**src/rtl/cpu_exec_ctrl.sv**
```systemverilog
// rtl/cpu_exec_ctrl.sv - run/step/halt execution controller with breakpoint, loop halt and instruction counter
//
// Ports:
//   clk, rst            system clock, asynchronous active-high reset
//   tick_in             one-clk pacing pulse from the frequency divider
//   run_btn, step_btn   raw asynchronous buttons (rising edge = run toggle / single step)
//   cnt_clr             synchronous clear of instr_cnt
//   bp_en, bp_addr      PC breakpoint enable and address
//   pc, pc_next         current PC and the value PC takes on the next enable
//   cpu_en              one-clk strobe per executed instruction
//   state               00 HALT, 01 RUN, 10 STEP, 11 BRK
//   brk_bp, brk_loop    sticky stop causes, cleared on leaving BRK
//   step_done           pulse coincident with the cpu_en of a single step
//   instr_cnt           saturating count of cpu_en strobes
module cpu_exec_ctrl #(
    parameter int ADDR_W      = 8,
    parameter int CNT_W       = 16,
    parameter int SYNC_STAGES = 2
) (
    input  logic              clk,
    input  logic              rst,
    input  logic              tick_in,
    input  logic              run_btn,
    input  logic              step_btn,
    input  logic              cnt_clr,
    input  logic              bp_en,
    input  logic [ADDR_W-1:0] bp_addr,
    input  logic [ADDR_W-1:0] pc,
    input  logic [ADDR_W-1:0] pc_next,
    output logic              cpu_en,
    output logic [1:0]        state,
    output logic              brk_bp,
    output logic              brk_loop,
    output logic              step_done,
    output logic [CNT_W-1:0]  instr_cnt
);

    typedef enum logic [1:0] {
        S_HALT = 2'b00,
        S_RUN  = 2'b01,
        S_STEP = 2'b10,
        S_BRK  = 2'b11
    } state_t;

    localparam logic [CNT_W-1:0] CNT_MAX = {CNT_W{1'b1}};
    localparam logic [CNT_W-1:0] CNT_ONE = {{(CNT_W-1){1'b0}}, 1'b1};

    state_t                 st;
    logic [SYNC_STAGES-1:0] run_sync;
    logic [SYNC_STAGES-1:0] step_sync;
    logic                   run_prev;
    logic                   step_prev;
    logic                   run_e;
    logic                   step_e;
    logic                   bp_skip;
    logic                   bp_hit;

    assign state  = st;
    assign bp_hit = bp_en && (pc == bp_addr) && !bp_skip;

    // Button synchronizers and edge detectors; the edge pulse is registered so
    // a button edge reaches the FSM SYNC_STAGES+1 clocks later.
    always_ff @(posedge clk or posedge rst) begin
        if (rst) begin
            run_sync  <= '0;
            step_sync <= '0;
            run_prev  <= 1'b0;
            step_prev <= 1'b0;
            run_e     <= 1'b0;
            step_e    <= 1'b0;
        end else begin
            run_sync  <= {run_sync[SYNC_STAGES-2:0], run_btn};
            step_sync <= {step_sync[SYNC_STAGES-2:0], step_btn};
            run_prev  <= run_sync[SYNC_STAGES-1];
            step_prev <= step_sync[SYNC_STAGES-1];
            run_e     <= run_sync[SYNC_STAGES-1] & ~run_prev;
            step_e    <= step_sync[SYNC_STAGES-1] & ~step_prev;
        end
    end

    always_ff @(posedge clk or posedge rst) begin
        if (rst) begin
            st        <= S_HALT;
            cpu_en    <= 1'b0;
            step_done <= 1'b0;
            brk_bp    <= 1'b0;
            brk_loop  <= 1'b0;
            bp_skip   <= 1'b0;
            instr_cnt <= '0;
        end else begin
            cpu_en    <= 1'b0;
            step_done <= 1'b0;

            // cpu_en is the registered strobe, so the count trails it by one clk.
            if (cnt_clr) begin
                instr_cnt <= '0;
            end else if (cpu_en && instr_cnt != CNT_MAX) begin
                instr_cnt <= instr_cnt + CNT_ONE;
            end

            case (st)
                S_HALT: begin
                    if (run_e) begin
                        st <= S_RUN;
                    end else if (step_e) begin
                        st <= S_STEP;
                    end
                end
                S_RUN: begin
                    if (run_e) begin
                        st <= S_HALT;
                    end else if (cpu_en && pc_next == pc) begin
                        // The strobed instruction jumps to itself: it has run
                        // once, so stop before the next tick repeats it.
                        st       <= S_BRK;
                        brk_loop <= 1'b1;
                    end else if (tick_in) begin
                        if (bp_hit) begin
                            st     <= S_BRK;
                            brk_bp <= 1'b1;
                        end else begin
                            cpu_en  <= 1'b1;
                            bp_skip <= 1'b0;
                        end
                    end
                end
                S_STEP: begin
                    if (run_e) begin
                        st <= S_RUN;
                    end else if (tick_in) begin
                        cpu_en    <= 1'b1;
                        step_done <= 1'b1;
                        bp_skip   <= 1'b0;
                        st        <= S_HALT;
                    end
                end
                S_BRK: begin
                    if (run_e) begin
                        // Let the instruction at the breakpoint execute on resume.
                        st       <= S_RUN;
                        bp_skip  <= 1'b1;
                        brk_bp   <= 1'b0;
                        brk_loop <= 1'b0;
                    end else if (step_e) begin
                        st       <= S_STEP;
                        brk_bp   <= 1'b0;
                        brk_loop <= 1'b0;
                    end
                end
                default: st <= S_HALT;
            endcase
        end
    end

endmodule
```
**config.mk**
```make
export PLATFORM = sky130hd
export DESIGN_NAME = cpu_exec_ctrl
export DESIGN_NICKNAME = d
export VERILOG_FILES = /design/src/rtl/cpu_exec_ctrl.sv
export SDC_FILE = /design/constraint.sdc
export NUM_CORES = 1
export LEC_CHECK = 0
export BUFFER_PORTS_ARGS = -buffer_cell sky130_fd_sc_hd__buf_4
export CORE_MARGIN = 3
export CORE_UTILIZATION = 51
export DETAILED_ROUTE_END_ITERATION = 10
export PLACE_DENSITY = 0.91
export SLEW_MARGIN = 20
export SYNTH_ARGS = -nofsm -noshare
export SYNTH_HDL_FRONTEND = slang
export SYNTH_SLANG_ARGS = --single-unit
```
**constraint.sdc**
```tcl
create_clock -name clk -period 2.69 [get_ports clk]
set_clock_uncertainty 0.15 [all_clocks]
set_input_delay 0.269 -clock clk [delete_from_list [all_inputs] [get_ports clk]]
set_output_delay 0.269 -clock clk [all_outputs]
set_load 0.01 [all_outputs]
```
Word-level counts from Yosys, hierarchy flattened. Cells that the tools add are included.

Register bits after elaboration: 31. Logic and storage cells: 89.

Mux-type cells: 37. Equal/unequal tests: 20. Reductions and logical operators: 14. Add/subtract/negate cells: 1. Bitwise gates (word level): 4.

Operators by type and width (number): two-way mux 16 bit (2); two-way mux 1 bit (22); inequality test 2 bit (second input constant) (9); adder 16 x 1 -> 16 bit (second input constant) (1); == test 8 bit (2); two-way mux 2 bit (8); inequality test 16 bit (second input constant) (1); inequality test 4 bit (second input constant) (2); AND reduction 4 bit (2); AND reduction 8 bit (1); inequality test 3 bit (second input constant) (2); case mux 1 bit (2 select lines) (3); case mux 2 bit (3 select lines) (1); AND reduction 6 bit (1); == test 2 bit (second input constant) (2); logical AND 1 bit (4); nonzero test 2 bit (2); inequality test 3 x 1 -> 1 bit (second input constant) (1); case mux 1 bit (3 select lines) (1); nonzero test 3 bit (1); bitwise AND 1 bit (2); == test 2 x 1 -> 1 bit (second input constant) (1); zero test 2 bit (1); NOT 1 bit (2); 2 further kinds (2).

Longest topological paths before layout.
Word-level depth: 8. Gate-level depth with buffers: 7.

Worst setup path after synthesis. No wires, ideal clock.

Path kind: flip-flop to flip-flop. From: register instr_cnt[0]. To: register instr_cnt[3]. Path buffers: 1. Library setup time: 0.080 ns. Stages on the path, launching flop included: 8. Arrival time: 1.907 ns. Path slack: 0.552 ns. Cells stage by stage: dfrtp_1 > ha_1 > and2_1 > or4b_1 > buf_2 > or2_4 > and4_4 > nor3_2.

Cells in the longest elaborated chain, start to end: 3. Elaborated cells between the ends (all ways): 6.

RTL lines: from (decl) (line 35) `output logic [CNT_W-1:0] instr_cnt`; from (signal assigned) (line 98) `instr_cnt <= instr_cnt + CNT_ONE;`; adder 16 x 1 -> 16 bit / inequality test 16 bit (equally long branches) (line 98, 97); two-way mux 16 bit / logical AND 1 bit (equally long branches) (line 97) `end else if (cpu_en && instr_cnt != CNT_MAX) begin`; two-way mux 16 bit / nonzero test 2 bit (equally long branches).

Parallel ways exist; a longest one is shown, timed or not. The select of a mux whose other input is x is not followed. A chain may end at the register's enable or synchronous reset.

Worst setup path after layout. Ends and elaborated chain as after synthesis.

==> impl_metrics.py <==
metrics = {
    "routing": {
        "drt-initial-drc-count": 62,
        "routed_via_density": 5.51,
        "drtPass1Iterations": 4,
        "vias": 1543,
        "wire_per_inst_um": 13.4,
        "routed_wl_mm": 3.75,
        "antenna_left": 0,
        "drc": 0,
    },
    "clock_network": {
        "cts.reportedPaths.clkPinSlew_ns": 0.09,
        "cts.path.max_buffers": 2,
        "cts.sinks": 31,
        "clock-root-buffer": "clkbuf_4",
        "clock_latency_ns": 0.32,
        "tritoncts": "yes",
        "numCtsBuffers": 5,
        "htree_levels": 2,
        "cts_setup_buffers": 0,
    },
    "final_layout": {
        "insertedDiodeCount": 0,
        "drive_gt1_share_pct": 27.1,
        "instances_no_fill": 280,
        "multi_input_area_um2": 866,
        "fin_nets": 271,
        "area_delta_synth_final_pct": 29.8,
        "seqCellArea_um2": 776,
        "fill_cells": 234,
    },
    "pwr": {
        "p_comb_share_pct": 33.7,
        "ir_worst_vdd_mv": 0.415,
        "swShare_pct": 33.3,
        "p_leak_nw": 1.06,
        "internal_power_w": 0.000824,
        "p_total_w": 0.00123,
        "p_clk_share_pct": 20.1,
        "p_seq_share_pct": 46.2,
        "switchingPower_w": 0.000411,
        "powerDensity_mw_per_mm2": 556,
    },
    "timing": {
        "maxSlewViolCount": 0,
        "relSlewSlack_pct": 61.1,
        "rsz0062_at_grt": "false",
        "setup_viol": 0,
        "min_period_over_period_pct": 86.1,
        "fmax_mhz": 432,
        "finalCriticalPeriod_ns": 2.32,
        "tightest_slew_ns": 0.576,
        "finalHoldViolCount": 0,
        "tns_ns": 0,
    },
    "critical_path": {
        "critical_path_required_ns": 2.80,
        "arrival_ns": 2.42,
        "crit_buf_inv": 0,
        "critPathTopFamily": "simple AND/OR/NAND/NOR gates",
        "worstSetupStartpointType": "flop",
        "path_cells": "ha_1, and2_1, or4b_1, or2_4, and4_4, nor3_2",
        "cp_max_fo": 8,
        "path_class": "reg2reg",
        "cpMaxStageDelayCell": "or4b_1",
        "cp_slowest_stage_delay_ns": 0.61,
        "crit_path_end_kind": "flop",
    },
    "placement": {
        "routabilityCongestion": 0.863,
        "place_hpwl_mm": 2.89,
        "placed_cells": 269,
        "port_buffers": 52,
    },
    "synth": {
        "async_flop_share_pct": 100,
        "synth_warnings": 0,
        "ys_ff_latch": 31,
        "yosys.cell_types.count": 41,
        "synth_area_mm2": 0.00171,
        "synth_ff_type": "dfrtp_1",
        "synth.avg_cell_area_um2": 9.61,
        "syn_nets": 214,
        "synth-edff-count": 0,
        "synth_seq_area_share_pct": 45.4,
        "netlist_instances": 178,
    },
    "global_routing": {
        "grt-ovfl-total": 0,
        "grt_max_degree": 32,
        "grt_pass1_vias": 1399,
        "antenna_found_initial": 0,
        "grt_usage_pct": 19.5,
        "grt_pass1_wl_mm": 6.23,
    },
    "floorplanning": {
        "start_util_pct": 54.7,
        "dieArea_mm2": 0.00408,
        "rows": 20,
        "boundaryPins": 53,
        "coreArea_mm2": 0.00313,
        "die_x_um": 63.9,
        "die_h_um": 63.9,
    },
    "run_status": {
        "status": "finished, final reports clean",
    },
    "min_path": {
        "hold_class": "in2reg",
    },
    "run": {
        "cap_violations": 0,
    },
}
## cell usage after synthesis, drive strengths merged (2+ instances only)
cell	instances	area (µm²)
buf	2	8.75
and2	3	18.8
inv	12	45.0
nor3	5	30.0
and3	4	25.0
or4b	2	20.0
and4	2	20.0
nand4	8	50.1
nand2b	4	25.0
nor2b	4	25.0
o211ai	2	15.0
a21oi	10	50.1
dfrtp	31	776
o21ai	9	45.0
ha	5	62.6
or3	3	18.8
nor2	18	67.6
mux2i	3	30.0
xnor2	2	17.5
clkbuf	4	15.0
a31oi	2	12.5
nand2	6	22.5
xor2	20	175
nand3	4	20.0
## path summary, 6_finish.rpt
| path | slack, ns | from | cells past startpoint | endpoint |
|---|---|---|---|---|
| setup / recovery | 0.37 | instr_cnt[0] | 6 | instr_cnt[3] |
| hold / removal | 0.07 | cnt_clr | 2 | instr_cnt[2] |
| setup reg to reg | 0.37 | instr_cnt[0] | 6 | instr_cnt[3] |
| hold reg to reg | 0.19 | run_sync[0] | 0 | run_sync[1] |
| max in group asynchronous | 1.70 | rst | 4 | run_prev |
| min in group asynchronous | 0.41 | rst | 4 | run_sync[1] |
## cells in the final DEF, fill, tap and decap left out, types with 4 or more instances in the layout
| master | n |
|---|---|
| xor2_1 | 20 |
| nand2b_1 | 4 |
| nand4_1 | 8 |
| and3_1 | 4 |
| nor2b_1 | 4 |
| buf_4 | 53 |
| dfrtp_1 | 31 |
| clkbuf_4 | 5 |
| inv_1 | 12 |
| nor2_1 | 18 |
| nand3_1 | 4 |
| ha_1 | 5 |
| a21oi_1 | 10 |
| nand2_1 | 6 |
| nor3_1 | 4 |
| o21ai_0 | 8 |
## final cells by class
| cell class | instances | share of cell area [%] |
|---|---|---|
| well taps | 44 | 2.48 |
| inverters | 12 | 2.03 |
| flip-flops and latches | 31 | 34.9 |
| repair buffers | 56 | 19.3 |
| clock inverters | 1 | 0.225 |
| multi-input cells | 129 | 39.0 |
| clock buffers | 7 | 2.03 |
## power by group through the flow
| stage | logic (W) | registers [W] | clock network, W |
|---|---|---|---|
| floorplan | 0.000247 | 0.000583 | 0 |
| global placement | 0.000403 | 0.000575 | 0 |
| detailed placement | 0.000414 | 0.000580 | 0 |
| CTS | 0.000420 | 0.000570 | 0.000253 |
| global route | 0.000469 | 0.000579 | 0.000274 |
| finish | 0.000416 | 0.000571 | 0.000248 |
## routing by layer
layer  wire length, µm  GRT usage [%]  up-vias
li1                  -              -      742
met1              1610           23.7      742
met2              1780           31.7       52
met3               308           7.56        7
met4                53           6.47        0
met5                 0              0        -
## logic make-up after synthesis
| group | count (synthesis) | share of synthesized area, % |
|---|---|---|
| xor+xnor | 22 | 11.3 |
| simple gates | 66 | 21.4 |
| fa+ha+maj | 5 | 3.66 |
| compound gates | 32 | 11.9 |
| mux | 4 | 2.41 |
| buf+inv | 18 | 4.02 |
| flops | 31 | 45.4 |
## stage by stage
stage / util, % / hold WS, ns / worst slack [ns] / instance area (µm²)
after global routing: 71.0 / 0.0738 / 0.264 / 2220
after floorplan: - / 0.150 / 0.552 / 1710
after global placement: 68.4 / 0.186 / 0.514 / 2140
final: 71.0 / 0.0703 / 0.374 / 2220
after detailed placement: 68.4 / 0.189 / 0.397 / 2140
after CTS: 71.0 / 0.0640 / 0.388 / 2220
## flip-flops by register name, summed over array words and instances (netlist names)
signal     count
instr_cnt     16
run_sync       2
state          2
step_sync      2
bp_skip        1
brk_bp         1
brk_loop       1
cpu_en         1
run_e          1
run_prev       1
step_done      1
step_e         1
step_prev      1
## what timing repair did
item                                   CTS  global route
endpoints found under the hold margin   33             0
hold buffers                             3             0
gates resized for setup                  0             0
(Power assumes the default switching activity.)
